### src/rtl/mem_req_arbiter_if.sv
// Boundary bundle of the shared memory port arbiter: instruction and data
// requester ports plus the SRAM-like port toward the AXI bridge.
interface mem_req_arbiter_if;
  logic        inst_sram_req;
  logic [1:0]  inst_sram_size;
  logic [31:0] inst_sram_addr;
  logic        inst_sram_addr_ok;
  logic        inst_sram_data_ok;
  logic [31:0] inst_sram_rdata;

  logic        data_sram_req;
  logic        data_sram_wr;
  logic [1:0]  data_sram_size;
  logic [3:0]  data_sram_wstrb;
  logic [31:0] data_sram_addr;
  logic [31:0] data_sram_wdata;
  logic        data_sram_addr_ok;
  logic        data_sram_data_ok;
  logic [31:0] data_sram_rdata;

  logic        mem_req;
  logic        mem_wr;
  logic [1:0]  mem_size;
  logic [3:0]  mem_wstrb;
  logic [31:0] mem_addr;
  logic [31:0] mem_wdata;
  logic        mem_addr_ok;
  logic        mem_data_ok;
  logic [31:0] mem_rdata;

  // Arbiter side
  modport slave (
    input  inst_sram_req, inst_sram_size, inst_sram_addr,
    output inst_sram_addr_ok, inst_sram_data_ok, inst_sram_rdata,
    input  data_sram_req, data_sram_wr, data_sram_size, data_sram_wstrb,
    input  data_sram_addr, data_sram_wdata,
    output data_sram_addr_ok, data_sram_data_ok, data_sram_rdata,
    output mem_req, mem_wr, mem_size, mem_wstrb, mem_addr, mem_wdata,
    input  mem_addr_ok, mem_data_ok, mem_rdata
  );

  // Pipeline requesters and memory bridge side
  modport master (
    output inst_sram_req, inst_sram_size, inst_sram_addr,
    input  inst_sram_addr_ok, inst_sram_data_ok, inst_sram_rdata,
    output data_sram_req, data_sram_wr, data_sram_size, data_sram_wstrb,
    output data_sram_addr, data_sram_wdata,
    input  data_sram_addr_ok, data_sram_data_ok, data_sram_rdata,
    input  mem_req, mem_wr, mem_size, mem_wstrb, mem_addr, mem_wdata,
    output mem_addr_ok, mem_data_ok, mem_rdata
  );
endinterface

### src/rtl/mem_req_arbiter.sv
// Arbitrates fetch and EXE requests onto one SRAM-like port and routes
// in-order responses back through a tag FIFO of request owners.
module mem_req_arbiter #(
  parameter int unsigned MAX_OUT      = 4,
  parameter int unsigned STARVE_LIMIT = 4
) (
  input  logic                      clk,
  input  logic                      reset,
  mem_req_arbiter_if.slave          bus,
  output logic [$clog2(MAX_OUT):0]  outstanding
);
  localparam int unsigned PTR_W = $clog2(MAX_OUT);
  localparam int unsigned CNT_W = PTR_W + 1;
  localparam int unsigned STV_W = $clog2(STARVE_LIMIT + 1);

  typedef enum logic [1:0] {ST_IDLE, ST_LOCK_I, ST_LOCK_D} state_e;
  typedef enum logic {OWN_I = 1'b0, OWN_D = 1'b1} owner_e;

  state_e             state_q, state_d;
  owner_e             grant_c;
  logic               mem_req_c;
  logic               accept_c;
  logic               pop_c;
  logic               head_c;
  logic               full_c;
  logic               starve_max_c;
  logic [STV_W-1:0]   starve_q, starve_d;
  logic [PTR_W-1:0]   wr_ptr_q, rd_ptr_q;
  logic [CNT_W-1:0]   cnt_q, cnt_d;
  logic [MAX_OUT-1:0] tag_q;

  assign full_c       = (cnt_q == CNT_W'(MAX_OUT));
  assign starve_max_c = (starve_q == STV_W'(STARVE_LIMIT));

  // Grant selection, lock tracking and starvation counter
  always_comb begin
    grant_c   = OWN_I;
    mem_req_c = 1'b0;
    state_d   = state_q;
    starve_d  = starve_q;

    case (state_q)
      ST_LOCK_I: begin
        grant_c   = OWN_I;
        mem_req_c = bus.inst_sram_req;
      end
      ST_LOCK_D: begin
        grant_c   = OWN_D;
        mem_req_c = bus.data_sram_req;
      end
      default: begin
        if (bus.data_sram_req && !(starve_max_c && bus.inst_sram_req)) begin
          grant_c   = OWN_D;
          mem_req_c = 1'b1;
        end else if (bus.inst_sram_req) begin
          grant_c   = OWN_I;
          mem_req_c = 1'b1;
        end
      end
    endcase

    // A full tag FIFO blocks issue even if a response frees a slot this cycle
    mem_req_c = mem_req_c && !full_c && !reset;
    accept_c  = mem_req_c && bus.mem_addr_ok;

    if (mem_req_c && !bus.mem_addr_ok) begin
      state_d = (grant_c == OWN_D) ? ST_LOCK_D : ST_LOCK_I;
    end else if (accept_c) begin
      state_d = ST_IDLE;
    end

    if (!bus.inst_sram_req || (accept_c && grant_c == OWN_I)) begin
      starve_d = '0;
    end else if (accept_c && grant_c == OWN_D && !starve_max_c) begin
      starve_d = starve_q + STV_W'(1);
    end
  end

  assign bus.mem_req   = mem_req_c;
  assign bus.mem_wr    = (grant_c == OWN_D) && bus.data_sram_wr;
  assign bus.mem_size  = (grant_c == OWN_D) ? bus.data_sram_size : bus.inst_sram_size;
  assign bus.mem_addr  = (grant_c == OWN_D) ? bus.data_sram_addr : bus.inst_sram_addr;
  assign bus.mem_wstrb = (grant_c == OWN_D) ? bus.data_sram_wstrb : 4'h0;
  assign bus.mem_wdata = (grant_c == OWN_D) ? bus.data_sram_wdata : 32'h0;

  assign bus.inst_sram_addr_ok = accept_c && (grant_c == OWN_I);
  assign bus.data_sram_addr_ok = accept_c && (grant_c == OWN_D);

  // Responses are routed by the head tag sampled before any same-cycle push
  assign head_c = tag_q[rd_ptr_q];
  assign pop_c  = bus.mem_data_ok && (cnt_q != '0) && !reset;
  assign cnt_d  = cnt_q + CNT_W'(accept_c) - CNT_W'(pop_c);

  assign bus.inst_sram_data_ok = pop_c && (head_c == OWN_I);
  assign bus.data_sram_data_ok = pop_c && (head_c == OWN_D);
  assign bus.inst_sram_rdata   = bus.mem_rdata;
  assign bus.data_sram_rdata   = bus.mem_rdata;

  assign outstanding = cnt_q;

  always_ff @(posedge clk) begin
    if (reset) begin
      state_q  <= ST_IDLE;
      starve_q <= '0;
      wr_ptr_q <= '0;
      rd_ptr_q <= '0;
      cnt_q    <= '0;
    end else begin
      state_q  <= state_d;
      starve_q <= starve_d;
      cnt_q    <= cnt_d;
      if (accept_c) wr_ptr_q <= wr_ptr_q + PTR_W'(1);
      if (pop_c)    rd_ptr_q <= rd_ptr_q + PTR_W'(1);
    end
  end

  // Owner tags need no reset: entries are only read after being written
  always_ff @(posedge clk) begin
    if (accept_c) tag_q[wr_ptr_q] <= grant_c;
  end
endmodule

### src/flat_wrapper.sv
// flat-port wrapper written by rule: the top's interface ports become plain ports
module mem_req_arbiter_flat 
#(
  parameter int unsigned MAX_OUT      = 4,
  parameter int unsigned STARVE_LIMIT = 4
)
  (clk, reset, outstanding, bus_inst_sram_req, bus_inst_sram_size, bus_inst_sram_addr, bus_inst_sram_addr_ok, bus_inst_sram_data_ok, bus_inst_sram_rdata, bus_data_sram_req, bus_data_sram_wr, bus_data_sram_size, bus_data_sram_wstrb, bus_data_sram_addr, bus_data_sram_wdata, bus_data_sram_addr_ok, bus_data_sram_data_ok, bus_data_sram_rdata, bus_mem_req, bus_mem_wr, bus_mem_size, bus_mem_wstrb, bus_mem_addr, bus_mem_wdata, bus_mem_addr_ok, bus_mem_data_ok, bus_mem_rdata);
  mem_req_arbiter_if bus_i ();
  input  logic clk;
  input  logic reset;
  output logic [$clog2(MAX_OUT):0] outstanding;
  input wire logic [$bits(bus_i.inst_sram_req)-1:0] bus_inst_sram_req;
  input wire logic [$bits(bus_i.inst_sram_size)-1:0] bus_inst_sram_size;
  input wire logic [$bits(bus_i.inst_sram_addr)-1:0] bus_inst_sram_addr;
  output wire logic [$bits(bus_i.inst_sram_addr_ok)-1:0] bus_inst_sram_addr_ok;
  output wire logic [$bits(bus_i.inst_sram_data_ok)-1:0] bus_inst_sram_data_ok;
  output wire logic [$bits(bus_i.inst_sram_rdata)-1:0] bus_inst_sram_rdata;
  input wire logic [$bits(bus_i.data_sram_req)-1:0] bus_data_sram_req;
  input wire logic [$bits(bus_i.data_sram_wr)-1:0] bus_data_sram_wr;
  input wire logic [$bits(bus_i.data_sram_size)-1:0] bus_data_sram_size;
  input wire logic [$bits(bus_i.data_sram_wstrb)-1:0] bus_data_sram_wstrb;
  input wire logic [$bits(bus_i.data_sram_addr)-1:0] bus_data_sram_addr;
  input wire logic [$bits(bus_i.data_sram_wdata)-1:0] bus_data_sram_wdata;
  output wire logic [$bits(bus_i.data_sram_addr_ok)-1:0] bus_data_sram_addr_ok;
  output wire logic [$bits(bus_i.data_sram_data_ok)-1:0] bus_data_sram_data_ok;
  output wire logic [$bits(bus_i.data_sram_rdata)-1:0] bus_data_sram_rdata;
  output wire logic [$bits(bus_i.mem_req)-1:0] bus_mem_req;
  output wire logic [$bits(bus_i.mem_wr)-1:0] bus_mem_wr;
  output wire logic [$bits(bus_i.mem_size)-1:0] bus_mem_size;
  output wire logic [$bits(bus_i.mem_wstrb)-1:0] bus_mem_wstrb;
  output wire logic [$bits(bus_i.mem_addr)-1:0] bus_mem_addr;
  output wire logic [$bits(bus_i.mem_wdata)-1:0] bus_mem_wdata;
  input wire logic [$bits(bus_i.mem_addr_ok)-1:0] bus_mem_addr_ok;
  input wire logic [$bits(bus_i.mem_data_ok)-1:0] bus_mem_data_ok;
  input wire logic [$bits(bus_i.mem_rdata)-1:0] bus_mem_rdata;
  assign bus_i.inst_sram_req = bus_inst_sram_req;
  assign bus_i.inst_sram_size = bus_inst_sram_size;
  assign bus_i.inst_sram_addr = bus_inst_sram_addr;
  assign bus_inst_sram_addr_ok = bus_i.inst_sram_addr_ok;
  assign bus_inst_sram_data_ok = bus_i.inst_sram_data_ok;
  assign bus_inst_sram_rdata = bus_i.inst_sram_rdata;
  assign bus_i.data_sram_req = bus_data_sram_req;
  assign bus_i.data_sram_wr = bus_data_sram_wr;
  assign bus_i.data_sram_size = bus_data_sram_size;
  assign bus_i.data_sram_wstrb = bus_data_sram_wstrb;
  assign bus_i.data_sram_addr = bus_data_sram_addr;
  assign bus_i.data_sram_wdata = bus_data_sram_wdata;
  assign bus_data_sram_addr_ok = bus_i.data_sram_addr_ok;
  assign bus_data_sram_data_ok = bus_i.data_sram_data_ok;
  assign bus_data_sram_rdata = bus_i.data_sram_rdata;
  assign bus_mem_req = bus_i.mem_req;
  assign bus_mem_wr = bus_i.mem_wr;
  assign bus_mem_size = bus_i.mem_size;
  assign bus_mem_wstrb = bus_i.mem_wstrb;
  assign bus_mem_addr = bus_i.mem_addr;
  assign bus_mem_wdata = bus_i.mem_wdata;
  assign bus_i.mem_addr_ok = bus_mem_addr_ok;
  assign bus_i.mem_data_ok = bus_mem_data_ok;
  assign bus_i.mem_rdata = bus_mem_rdata;
  mem_req_arbiter #(.MAX_OUT(MAX_OUT), .STARVE_LIMIT(STARVE_LIMIT)) u_core (.clk(clk), .reset(reset), .bus(bus_i), .outstanding(outstanding));
endmodule
### config.mk
export PLATFORM = sky130hd
export DESIGN_NAME = mem_req_arbiter_flat
export DESIGN_NICKNAME = d
export VERILOG_FILES = /design/src/rtl/mem_req_arbiter_if.sv /design/src/rtl/mem_req_arbiter.sv /design/src/flat_wrapper.sv
export SDC_FILE = /design/constraint.sdc
export NUM_CORES = 1
export LEC_CHECK = 0
export CAP_MARGIN = 20
export CORE_AREA = 2 2 109 111
export DETAILED_ROUTE_END_ITERATION = 7
export DIE_AREA = 0 0 111 113
export HOLD_SLACK_MARGIN = 0.06
export MAX_ROUTING_LAYER = met4
export SYNTH_ARGS = -nofsm -noshare
export SYNTH_HDL_FRONTEND = slang
export SYNTH_SLANG_ARGS = --single-unit
### constraint.sdc
create_clock -name clk -period 2.91 [get_ports clk]
set_clock_uncertainty 0.2 [all_clocks]
set_input_delay 0.582 -clock clk [delete_from_list [all_inputs] [get_ports clk]]
set_output_delay 0.582 -clock clk [all_outputs]
set_load 0.005 [all_outputs]
# Word-level counts from Yosys, hierarchy flattened
# Index checks and enable logic that the tools add are counted.
[classes]
bitwise = 2
eq_ne = 4
magnitude_cmp = 3
reduce_logical = 25
n_addsub = 5
muxes = 17
[op_table]
columns = ["cell", "n"]
rows = [
  ["32-bit 2-to-1 mux", 2],
  ["1-bit logical AND", 15],
  ["2-bit 2-to-1 mux", 4],
  ["3-bit == test (second input constant)", 2],
  ["1-bit zero test", 6],
  ["2-bit by 3-bit less-than comparator with 1-bit output (second input constant)", 2],
  ["1-bit 2-to-1 mux", 5],
  ["2-bit by 1-bit adder with 2-bit output (second input constant)", 2],
  ["4-bit bitwise mux", 1],
  ["4-bit 2-to-1 mux", 1],
  ["1-bit case mux with 2 select lines", 2],
  ["3-bit by 1-bit adder with 3-bit output", 1],
  ["3-bit by 1-bit adder with 3-bit output (second input constant)", 1],
  ["3-bit nonzero test", 1],
  ["3-bit by 1-bit subtractor with 3-bit output", 1],
  ["1-bit binary-select mux with 2-bit select", 1],
  ["1-bit demux with 2-bit select", 1],
  ["2-bit by 1-bit == test with 1-bit output (second input constant)", 1],
  ["2-bit == test (second input constant)", 1],
  ["2-bit by 1-bit >= comparator with 1-bit output (second input constant)", 1],
  ["1-bit inverter", 2],
  ["2-bit nonzero test", 1],
  ["2-bit OR reduction", 1],
  ["1-bit logical OR", 1],
]
[word_totals]
elab_cells = 62
out_inout_bits = 143
inputBits = 143
register_bits = 16

# Depth between registers and ports, before layout
# Gate-level depths: netlist of the first run.
[logic_depth]
ltp_word = 12
ltp_mapped = 11
depth_no_buf = 10

# Worst setup path before layout of the first run
# OpenSTA, ideal clock, no wires.
[synth_timing]
path_type = "reg-to-reg"
startpoint = "reg u_core.state_q[0]"
endpoint = "reg u_core.cnt_q[2] (netlist: u_core.outstanding[2])"
t_required_ns = 2.581
setup_ns = 0.129
synth_period_minus_slack_ns = 2.547
arrival_time_ns = 2.219
path_stages_with_launch = 12
setup_slack_ns = 0.363
n_path_buf = 1
cell_sequence = "dfxtp_1 > inv_1 > ha_1 > o21ai_2 > a2111oi_4 > buf_6 > ha_1 > inv_1 > fa_1 > xor2_1 > xnor2_1 > nor2_1"
[synth_via]
elab_chain_cells = 7
elab_cells_between_ends = 8
cone_classes = "add/sub (2); eq/ne (2); mux (1); reduce/logical (3)"
[synth_lines]
columns = ["element", "line_no", "rtl"]
rows = [
  ["start: declaration", "mem_req_arbiter.sv:19", "state_e state_q, state_d;"],
  ["start signal: assignment", "mem_req_arbiter.sv:109", "state_q <= state_d;"],
  ["2-bit == test or 2-bit by 1-bit == test with 1-bit output (tied branches)", "mem_req_arbiter.sv:42", "case (state_q)"],
  ["1-bit case mux with 2 select lines *", "mem_req_arbiter.sv:42", ""],
  ["1-bit logical AND * (2 in a row)", "mem_req_arbiter.sv:63", "mem_req_c = mem_req_c && !full_c && !reset;"],
  ["1-bit logical AND *", "mem_req_arbiter.sv:64", "accept_c = mem_req_c && bus.mem_addr_ok;"],
  ["net u_core.accept_c", "mem_req_arbiter.sv:22", "logic accept_c;"],
  ["3-bit by 1-bit adder with 3-bit output *", "mem_req_arbiter.sv:92", "assign cnt_d = cnt_q + CNT_W'(accept_c) - CNT_W'(pop_c);"],
  ["3-bit by 1-bit subtractor with 3-bit output *", "mem_req_arbiter.sv:92", ""],
  ["end signal: assignment", "mem_req_arbiter.sv:111", "cnt_q <= cnt_d;"],
  ["end: declaration", "mem_req_arbiter.sv:29", "logic [CNT_W-1:0] cnt_q, cnt_d;"],
]
# The timed path passes the listed nets; every way through them passes the cells marked *.
# A chain may end at the register's enable or synchronous reset.

# Worst setup path after layout of the first run
[layout_timing]
startpoint = "reg u_core.state_q[0]"
endpoint = "out bus_mem_addr[25]"
[layout_via]
elab_chain_cells = 3
elab_cells_between_ends = 4
cone_classes = "eq/ne (2); mux (2)"
[layout_lines]
columns = ["element", "line_no", "rtl"]
rows = [
  ["2-bit == test or 2-bit by 1-bit == test with 1-bit output (tied branches)", "mem_req_arbiter.sv:42", ""],
  ["1-bit case mux with 2 select lines *", "mem_req_arbiter.sv:42", ""],
  ["32-bit 2-to-1 mux *", "mem_req_arbiter.sv:82", "assign bus.mem_addr = (grant_c == OWN_D) ? bus.data_sram_addr : bus.inst_sram_addr;"],
  ["end: declaration", "flat_wrapper.sv:31", "output wire logic [$bits(bus_i.mem_addr)-1:0] bus_mem_addr;"],
]
# Every way passes the cells marked *; elsewhere a longest branch is shown, timed or not.

==> summary.md, run 1 <==
| Metric | Value |
|---|---|
| Max Fclk | `347.0 MHz` |
| Cells after DPL | `515` |
| Final worst setup slack | `0.02842 ns` |
| Critical path required time | `2.13 ns` |
| First-pass GRT wire length | `11180 um` |
| Cell area after layout | `4041 sq um` |
| Final nets | `545` |
| Crit. Startpoint | `u_core.state_q[0]$_SDFFE_PP0P_` |
| Seq/Total Area, Yosys | `17.26%` |
| Largest net degree at the start of global routing | `14` |
| HPWL Detailed | `6227 um` |
| CP arrival | `2.10 ns` |
| Post-Synthesis Cells | `239` |
| DR iter-0 viols | `32` |
| Combinational family with the most area after synthesis | `buffers and inverters` |
| Most frequent cells in the layout | `112 x clkdlybuf4s50_1, 60 x dlygate4sd2_1, 43 x and2_1` |
| Overall Power | `1.527 mW` |
| Slew Limit Fails | `0` |
| RSZ-0062 raised after global routing | `yes` |
| Synth Area in XOR/XNOR | `2.097%` |
| Final WL | `7663 um` |
| Post-synthesis simple-gate area fraction | `21.09%` |
| Antenna cells | `0` |
| Via-to-Cell Ratio | `3.925` |
| Num CTS Buffers | `3` |
| Synth Register Bits | `16` |
| Height of the die | `113 um` |
| Drt first pass iters | `4` |
| Distinct cells, synth | `38` |
| Kind of critical path | `reg -> out` |
| Mux share of post-synthesis cell area | `19.89%` |
| Max rail drop VDD | `401.9 uV` |
| Layout cell share with drive strength beyond 1 | `22.82%` |
| Synth-to-Final Area Change | `93.53%` |
| GP Congestion | `0.8408` |
| Synth Area in Adders | `6.950%` |
| Pleak | `1.762 nW` |
| Number of enable flip-flop cells after synthesis | `4` |
| Ys async rst share | `0%` |
| CP endpoint kind | `output port` |
| Power Density | `377.9 nW/um^2` |
| Status | `finished clean` |
| CP most frequent cell | `buf_12` |
| Root Driver | `clkbuf_16` |
| Tmin final | `2.882 ns` |
| Grt ovf | `0` |
| Boundary Pins | `286` |
| Syn Area/Cell | `8.737 sq um` |
| Worst skew pair latency | `0.25 ns` |
| Hold Vio Cnt, Final | `0` |
| Row count | `39` |
| Worst rel slew slack | `76.11%` |
| Mapped Area | `2088 sq um` |
| Setup violations, final | `0` |
| Worst path slowest cell | `dfxtp_2` |
| Core Area | `11270 sq um` |
| TritonCTS clock tree | `yes` |
| Clock buffer depth | `2` |
| Syn_nets | `393` |
| Placed Area | `3792 sq um` |
| Port buffer count | `189` |
| Die area | `12540 sq um` |
| Initial Util | `18.53%` |
| WL/cell | `14.38 um` |
| Vias in the first global route | `2158` |
| Max cap viols | `0` |
| Slew @ Worst Pin | `0.3568 ns` |
| Commonest non-fill, non-tap cell in the layout | `clkdlybuf4s50_1` |
| Via Count | `2092` |
| Worst R2R Start | `u_core.state_q[0]$_SDFFE_PP0P_` |
| DRC Markers | `0` |
| Yosys warning count | `0` |
| DIE WIDTH | `111 um` |
| Maximum fanout along the worst path | `6` |
| Antenna Nets Post-Route | `0` |
| GRT Total Usage | `11.30%` |
| Clock sink count | `16` |
| Final Instance Count excl. Fillers | `533` |
| Synth Flop Type | `dfxtp_1` |
| Worst Hold Class | `reg -> reg` |
| Critical path, cell by cell | `inv_1 > ha_4 > nand2_2 > o21ai_4 > buf_12 > buf_12 > buf_4 > mux2_2 > dlygate4sd2_1` |
| Worst slack at placement | `-0.4076 ns` |
| Final Util | `35.85%` |
| Clk pin slew, worst setup/hold paths | `0.05 ns` |
| Startpoint Class | `register` |
| Largest stage delay, worst path | `0.32 ns` |
| Hold Startpoint | `u_core.state_q[1]$_SDFFE_PP0P_` |
| Synth Area in Compound Gates | `5.333%` |
| H-tree levels | `1` |
| Final Cycle Share | `99.02%` |
| Initial antenna violation count | `0` |
| CTS Hold Buffers Added | `0` |
[Yosys cell counts (3+ instances only)]
| library cell | number | share of area (%) |
|---|---|---|
| buf_4 | 65 | 23 |
| and2_1 | 43 | 13 |
| mux2_2 | 34 | 18 |
| dfxtp_1 | 12 | 12 |
| ha_1 | 10 | 6.0 |
| inv_1 | 10 | 1.8 |
| nor2_1 | 7 | 1.3 |
| nand2_1 | 5 | 0.90 |
| a21oi_1 | 4 | 0.96 |
| buf_2 | 4 | 0.96 |
| clkbuf_1 | 4 | 0.72 |
| edfxtp_1 | 4 | 5.8 |
| xnor2_1 | 4 | 1.7 |
| nand4_1 | 3 | 0.90 |
[repair_timing]
item | in CTS | in global routing
pin swaps | 4 | 2
resized for setup | 111 | 11
hold endpoints to repair | 0 | 0
setup endpoints to repair | 77 | 36
cloned | 2 | 1
setup buffers | 9 | 7
[final timing paths]
kind         cells past startpoint  slack, ns                          endpoint
min reg2reg                      2       0.31    u_core.state_q[1]$_SDFFE_PP0P_
max reg2reg                     12       0.16  u_core.outstanding[2]$_SDFF_PP0_
max                              9       0.03                  bus_mem_addr[25]
min                              2       0.31    u_core.state_q[1]$_SDFFE_PP0P_
[per-layer routing]
metal  part of all wire [%]  GRT usage (%)  up-vias  routed length [um]
met5                      0              -        -                   0
met4                   0.81          2.833        0                  62
met3                    5.3          1.875        8                 408
met2                     59          22.94      116                4517
met1                     35          11.08      945                2675
li1                       -              -     1023                   -
[sequential cells by signal (all words and copies together) (netlist names)]
name / cells
u_core.wr_ptr_q: 2
u_core.state_q: 2
u_core.outstanding: 3
u_core.rd_ptr_q: 2
u_core.starve_q: 3
u_core.tag_q: 4
[worst max-delay path: cells and delay by family, from the launching register on]
kind,cells,cell delay [ns]
adder cells (fa/ha/maj),1,0.27
AO/OA/AOI/OAI,1,0.18
buffers and inverters,5,0.69
flip-flops,1,0.32
AND/OR/NAND/NOR,1,0.08
multiplexers,1,0.31
[power breakdown]
group	switching (mW)	internal (mW)	total, mW
Clock	0.0941	0.183	0.277
Combinational	0.337	0.624	0.961
Sequential	0.0312	0.258	0.289
Total	0.462	1.07	1.53
[logic make-up (layout without fill, tap and decap cells)]
kind of cell               after synthesis  after routing
xor gates and xnor gates                 5              5
muxes                                   36             36
and+or+nand+nor                         73             73
DFF                                     16             16
AOI/OAI and AO/OA                       14             14
buffers and inverters                   84            235
adders and majority gates               11             11
[final cells by class]
class | count | area (sq um)
clock buffers | 3 | 75.07
clock inverters | 1 | 3.754
fillers | 1146 | 7231
inverters | 10 | 37.54
multi-input cells | 139 | 1214
flip-flops and latches | 16 | 364.1
well taps | 143 | 178.9
repair buffers | 221 | 2168
[through the flow]
stage / hold WS [ns] / setup TNS (ns)
5_1_grt: 0.3573 / -0.09779
3_5_place_dp: 0.2758 / -23.85
2_1_floorplan: 0.2530 / 0
6_report: 0.3129 / 0
3_3_place_gp: 0.2639 / -22.44
4_1_cts: 0.3163 / -0.4983
(Power assumes the default switching activity.)
==> run 2: changes to the inputs <==
Settings changed: SLEW_MARGIN set to 30.
==> results of run 2 <==
The final DEF is identical to that of run 1; final timing and power are the same.
==> run 3: changes to the inputs <==
Settings changed: CAP_MARGIN 20 to not set, CORE_AREA 2 2 109 111 to not set, CORE_MARGIN set to 10, CORE_UTILIZATION set to 25, DIE_AREA 0 0 111 113 to not set, PLACE_DENSITY set to 0.82.
==> summary.md, run 3 (synthesis gave the netlist of run 1 again) <==
| Metric | Value |
|---|---|
| Number of flip-flops in the largest register | `4 (unchanged)` |
| Initial Util | `25.54% (+7.0 points)` |
| Met2 Track Usage GR | `26.14% (+3.2 points)` |
| Grt ovf | `0 (unchanged)` |
| WL/cell | `18.69 um (+30%)` |
| Via Count | `2058 (-1.6%)` |
| Status | `finished clean` |
| Layout cell share with drive strength beyond 1 | `25.65% (+2.8 points)` |
| RSZ-0062 raised after global routing | `no` |
| GRT met3 Usage | `5.153% (+3.3 points)` |
| Clock sink count | `16 (unchanged)` |
| Cells after DPL | `477 (-7.4%)` |
| Via-to-Cell Ratio | `4.191 (+6.8%)` |
| Slew @ Worst Pin | `0.3726 ns (+0.01574 ns)` |
| Clock power share | `12.1% (-6.0 points)` |
| Commonest non-fill, non-tap cell in the layout | `clkdlybuf4s50_1` |
| Final Instance Count excl. Fillers | `491 (-7.9%)` |
| Worst Hold Class | `reg -> reg` |
| CP arrival | `2.04 ns (-0.06 ns)` |
| Startpoint Class | `register` |
| Comb power frac | `67.8% (+4.9 points)` |
| Power Density | `363.5 nW/um^2 (-3.8%)` |
| Kind of critical path | `reg -> out` |
| Tmin final | `2.826 ns (-0.05537 ns)` |
| Boundary Pins | `286 (unchanged)` |
| TritonCTS clock tree | `yes` |
| Clock buffer depth | `2 (unchanged)` |
| Setup violations, final | `0 (unchanged)` |
| Drt first pass iters | `4 (unchanged)` |
| Antenna Nets Post-Route | `0 (unchanged)` |
| CP endpoint kind | `output port` |
| Met1 Resource Use GR | `13.57% (+2.5 points)` |
| Vias in the first global route | `2341 (+8.5%)` |
| Critical path required time | `2.13 ns (about the same)` |
| Core Area | `8175 sq um (-27%)` |
| First-pass GRT wire length | `13640 um (+22%)` |
| HPWL Detailed | `7836 um (+26%)` |
| Die area | `12410 sq um (-1.1%)` |
| Root Driver | `clkbuf_8` |
| P_int | `0.9748 mW (-8.5%)` |
| Maximum fanout along the worst path | `11 (+5)` |
| DIE WIDTH | `111.4 um (+0.36%)` |
| GRT Max-Usage Layer | `met2` |
| Reg power frac | `20.1% (+1.2 points)` |
| Port buffer count | `189 (unchanged)` |
| Worst rel slew slack | `75.00% (-1.1 points)` |
| Slew Limit Fails | `0 (unchanged)` |
| Height of the die | `111.4 um (-1.4%)` |
| Sw Share | `31.98% (+1.7 points)` |
| Num CTS Buffers | `3 (unchanged)` |
| Largest net degree at the start of global routing | `17 (+3)` |
| Worst skew pair latency | `0.25 ns (about the same)` |
| DR iter-0 viols | `33 (+3.1%)` |
| Max rail drop VDD | `166.4 uV (-59%)` |
| Initial antenna violation count | `0 (unchanged)` |
| Synth-to-Final Area Change | `88.80%` |
| Antenna cells | `0 (unchanged)` |
| DRC Markers | `0 (unchanged)` |
| Most frequent cells in the layout | `113 x clkdlybuf4s50_1, 43 x and2_1, 36 x dlygate4sd2_1` |
| Switch Pwr | `0.4582 mW (-0.85%)` |
| Max Fclk | `353.8 MHz (+2.0%)` |
| Final WL | `9176 um (+20%)` |
| GRT Total Usage | `14.05% (+2.7 points)` |
| Clk pin slew, worst setup/hold paths | `0.06 ns (about the same)` |
| GP Congestion | `0.7644 (-9.1%)` |
| Final nets | `541 (-0.73%)` |
| Reg with most FFs | `u_core.tag_q` |
| R2r setup slk | `0.20 ns (+0.04 ns)` |
| H-tree levels | `1 (unchanged)` |
| Overall Power | `1.433 mW (-6.2%)` |
| Hold Vio Cnt, Final | `0 (unchanged)` |
| Pleak | `1.844 nW (+4.6%)` |
| Max cap viols | `0 (unchanged)` |
| Row count | `33 (-15%)` |
| Final Cycle Share | `97.12% (-1.9 points)` |
==> run 3: cell types whose count changed in the layout (fill, tap and decap cells not counted), sizes merged, moves of 3 or more <==
cell and change:
buf +13, clkdlybuf4s15 -3, dlygate4sd2 -24, dlymetal6s2s +11
==> run 3: metal layers <==
layer / share of wire, % / up-vias
li1: - / 1013
met1: 36 / 898
met2: 55 / 133
met3: 8.3 / 14
met4: 1.0 / 0
met5: 0 / -
==> run 3: timing repair <==
action                                  in CTS  in global routing
pin swaps                                    1                  3
endpoints found under the setup margin      74                 46
cloned                                       3                  0
gates resized for setup                    142                 22
setup buffers                                6                  2
hold buffers                                 0                  0
==> run 3: power by group through the flow <==
stage	clock (mW)	combinational, mW	sequential, mW
after floorplan	0	0.442	0.288
after CTS	0.183	0.990	0.288
after global routing	0.188	1.05	0.293
final	0.173	0.972	0.288
after global placement	0	0.931	0.290
after detailed placement	0	0.948	0.292
==> run 3: through the flow <==
| stage | utilization (%) | hold slack (ns) | cell area [sq um] | setup TNS, ns | worst slack [ns] |
|---|---|---|---|---|---|
| after floorplan | - | 0.2530 | 2088 | 0 | 0.3626 |
| after global placement | 45.96 | 0.2708 | 3757 | -18.69 | -0.3301 |
| after detailed placement | 45.96 | 0.2818 | 3757 | -19.77 | -0.3486 |
| after CTS | 47.60 | 0.3159 | 3891 | -0.08316 | -0.03826 |
| after global routing | 48.22 | 0.3389 | 3943 | 0 | 0.001023 |
| final | 48.22 | 0.3059 | 3943 | 0 | 0.08379 |
==> run 3: cell type report <==
class,count,area (sq um)
fillers,776,4233
repair buffers,217,2152
multi-input cells,139,1212
clock buffers,4,45.04
flip-flops and latches,16,364.1
well taps,105,131.4
inverters,10,37.54
==> run 3: worst max-delay path, stage by stage (launching register included) <==
cell and delay (ns):
dfxtp_2 0.32, inv_1 0.06, ha_4 0.28, nand2_4 0.06, o21ai_4 0.16, buf_6 0.15
buf_12 0.13, mux2_2 0.33, dlygate4sd2_1 0.29
==> run 3: worst paths after layout <==
path                                                      start                          endpoint  cells after the start
worst max-delay path             u_core.state_q[0]$_SDFFE_PP0P_                  bus_mem_addr[29]                      8
worst min-delay path            u_core.starve_q[0]$_SDFFE_PP0P_   u_core.starve_q[0]$_SDFFE_PP0P_                      2
worst max register to register   u_core.state_q[0]$_SDFFE_PP0P_  u_core.outstanding[2]$_SDFF_PP0_                     12
worst min register to register  u_core.starve_q[0]$_SDFFE_PP0P_   u_core.starve_q[0]$_SDFFE_PP0P_                      2
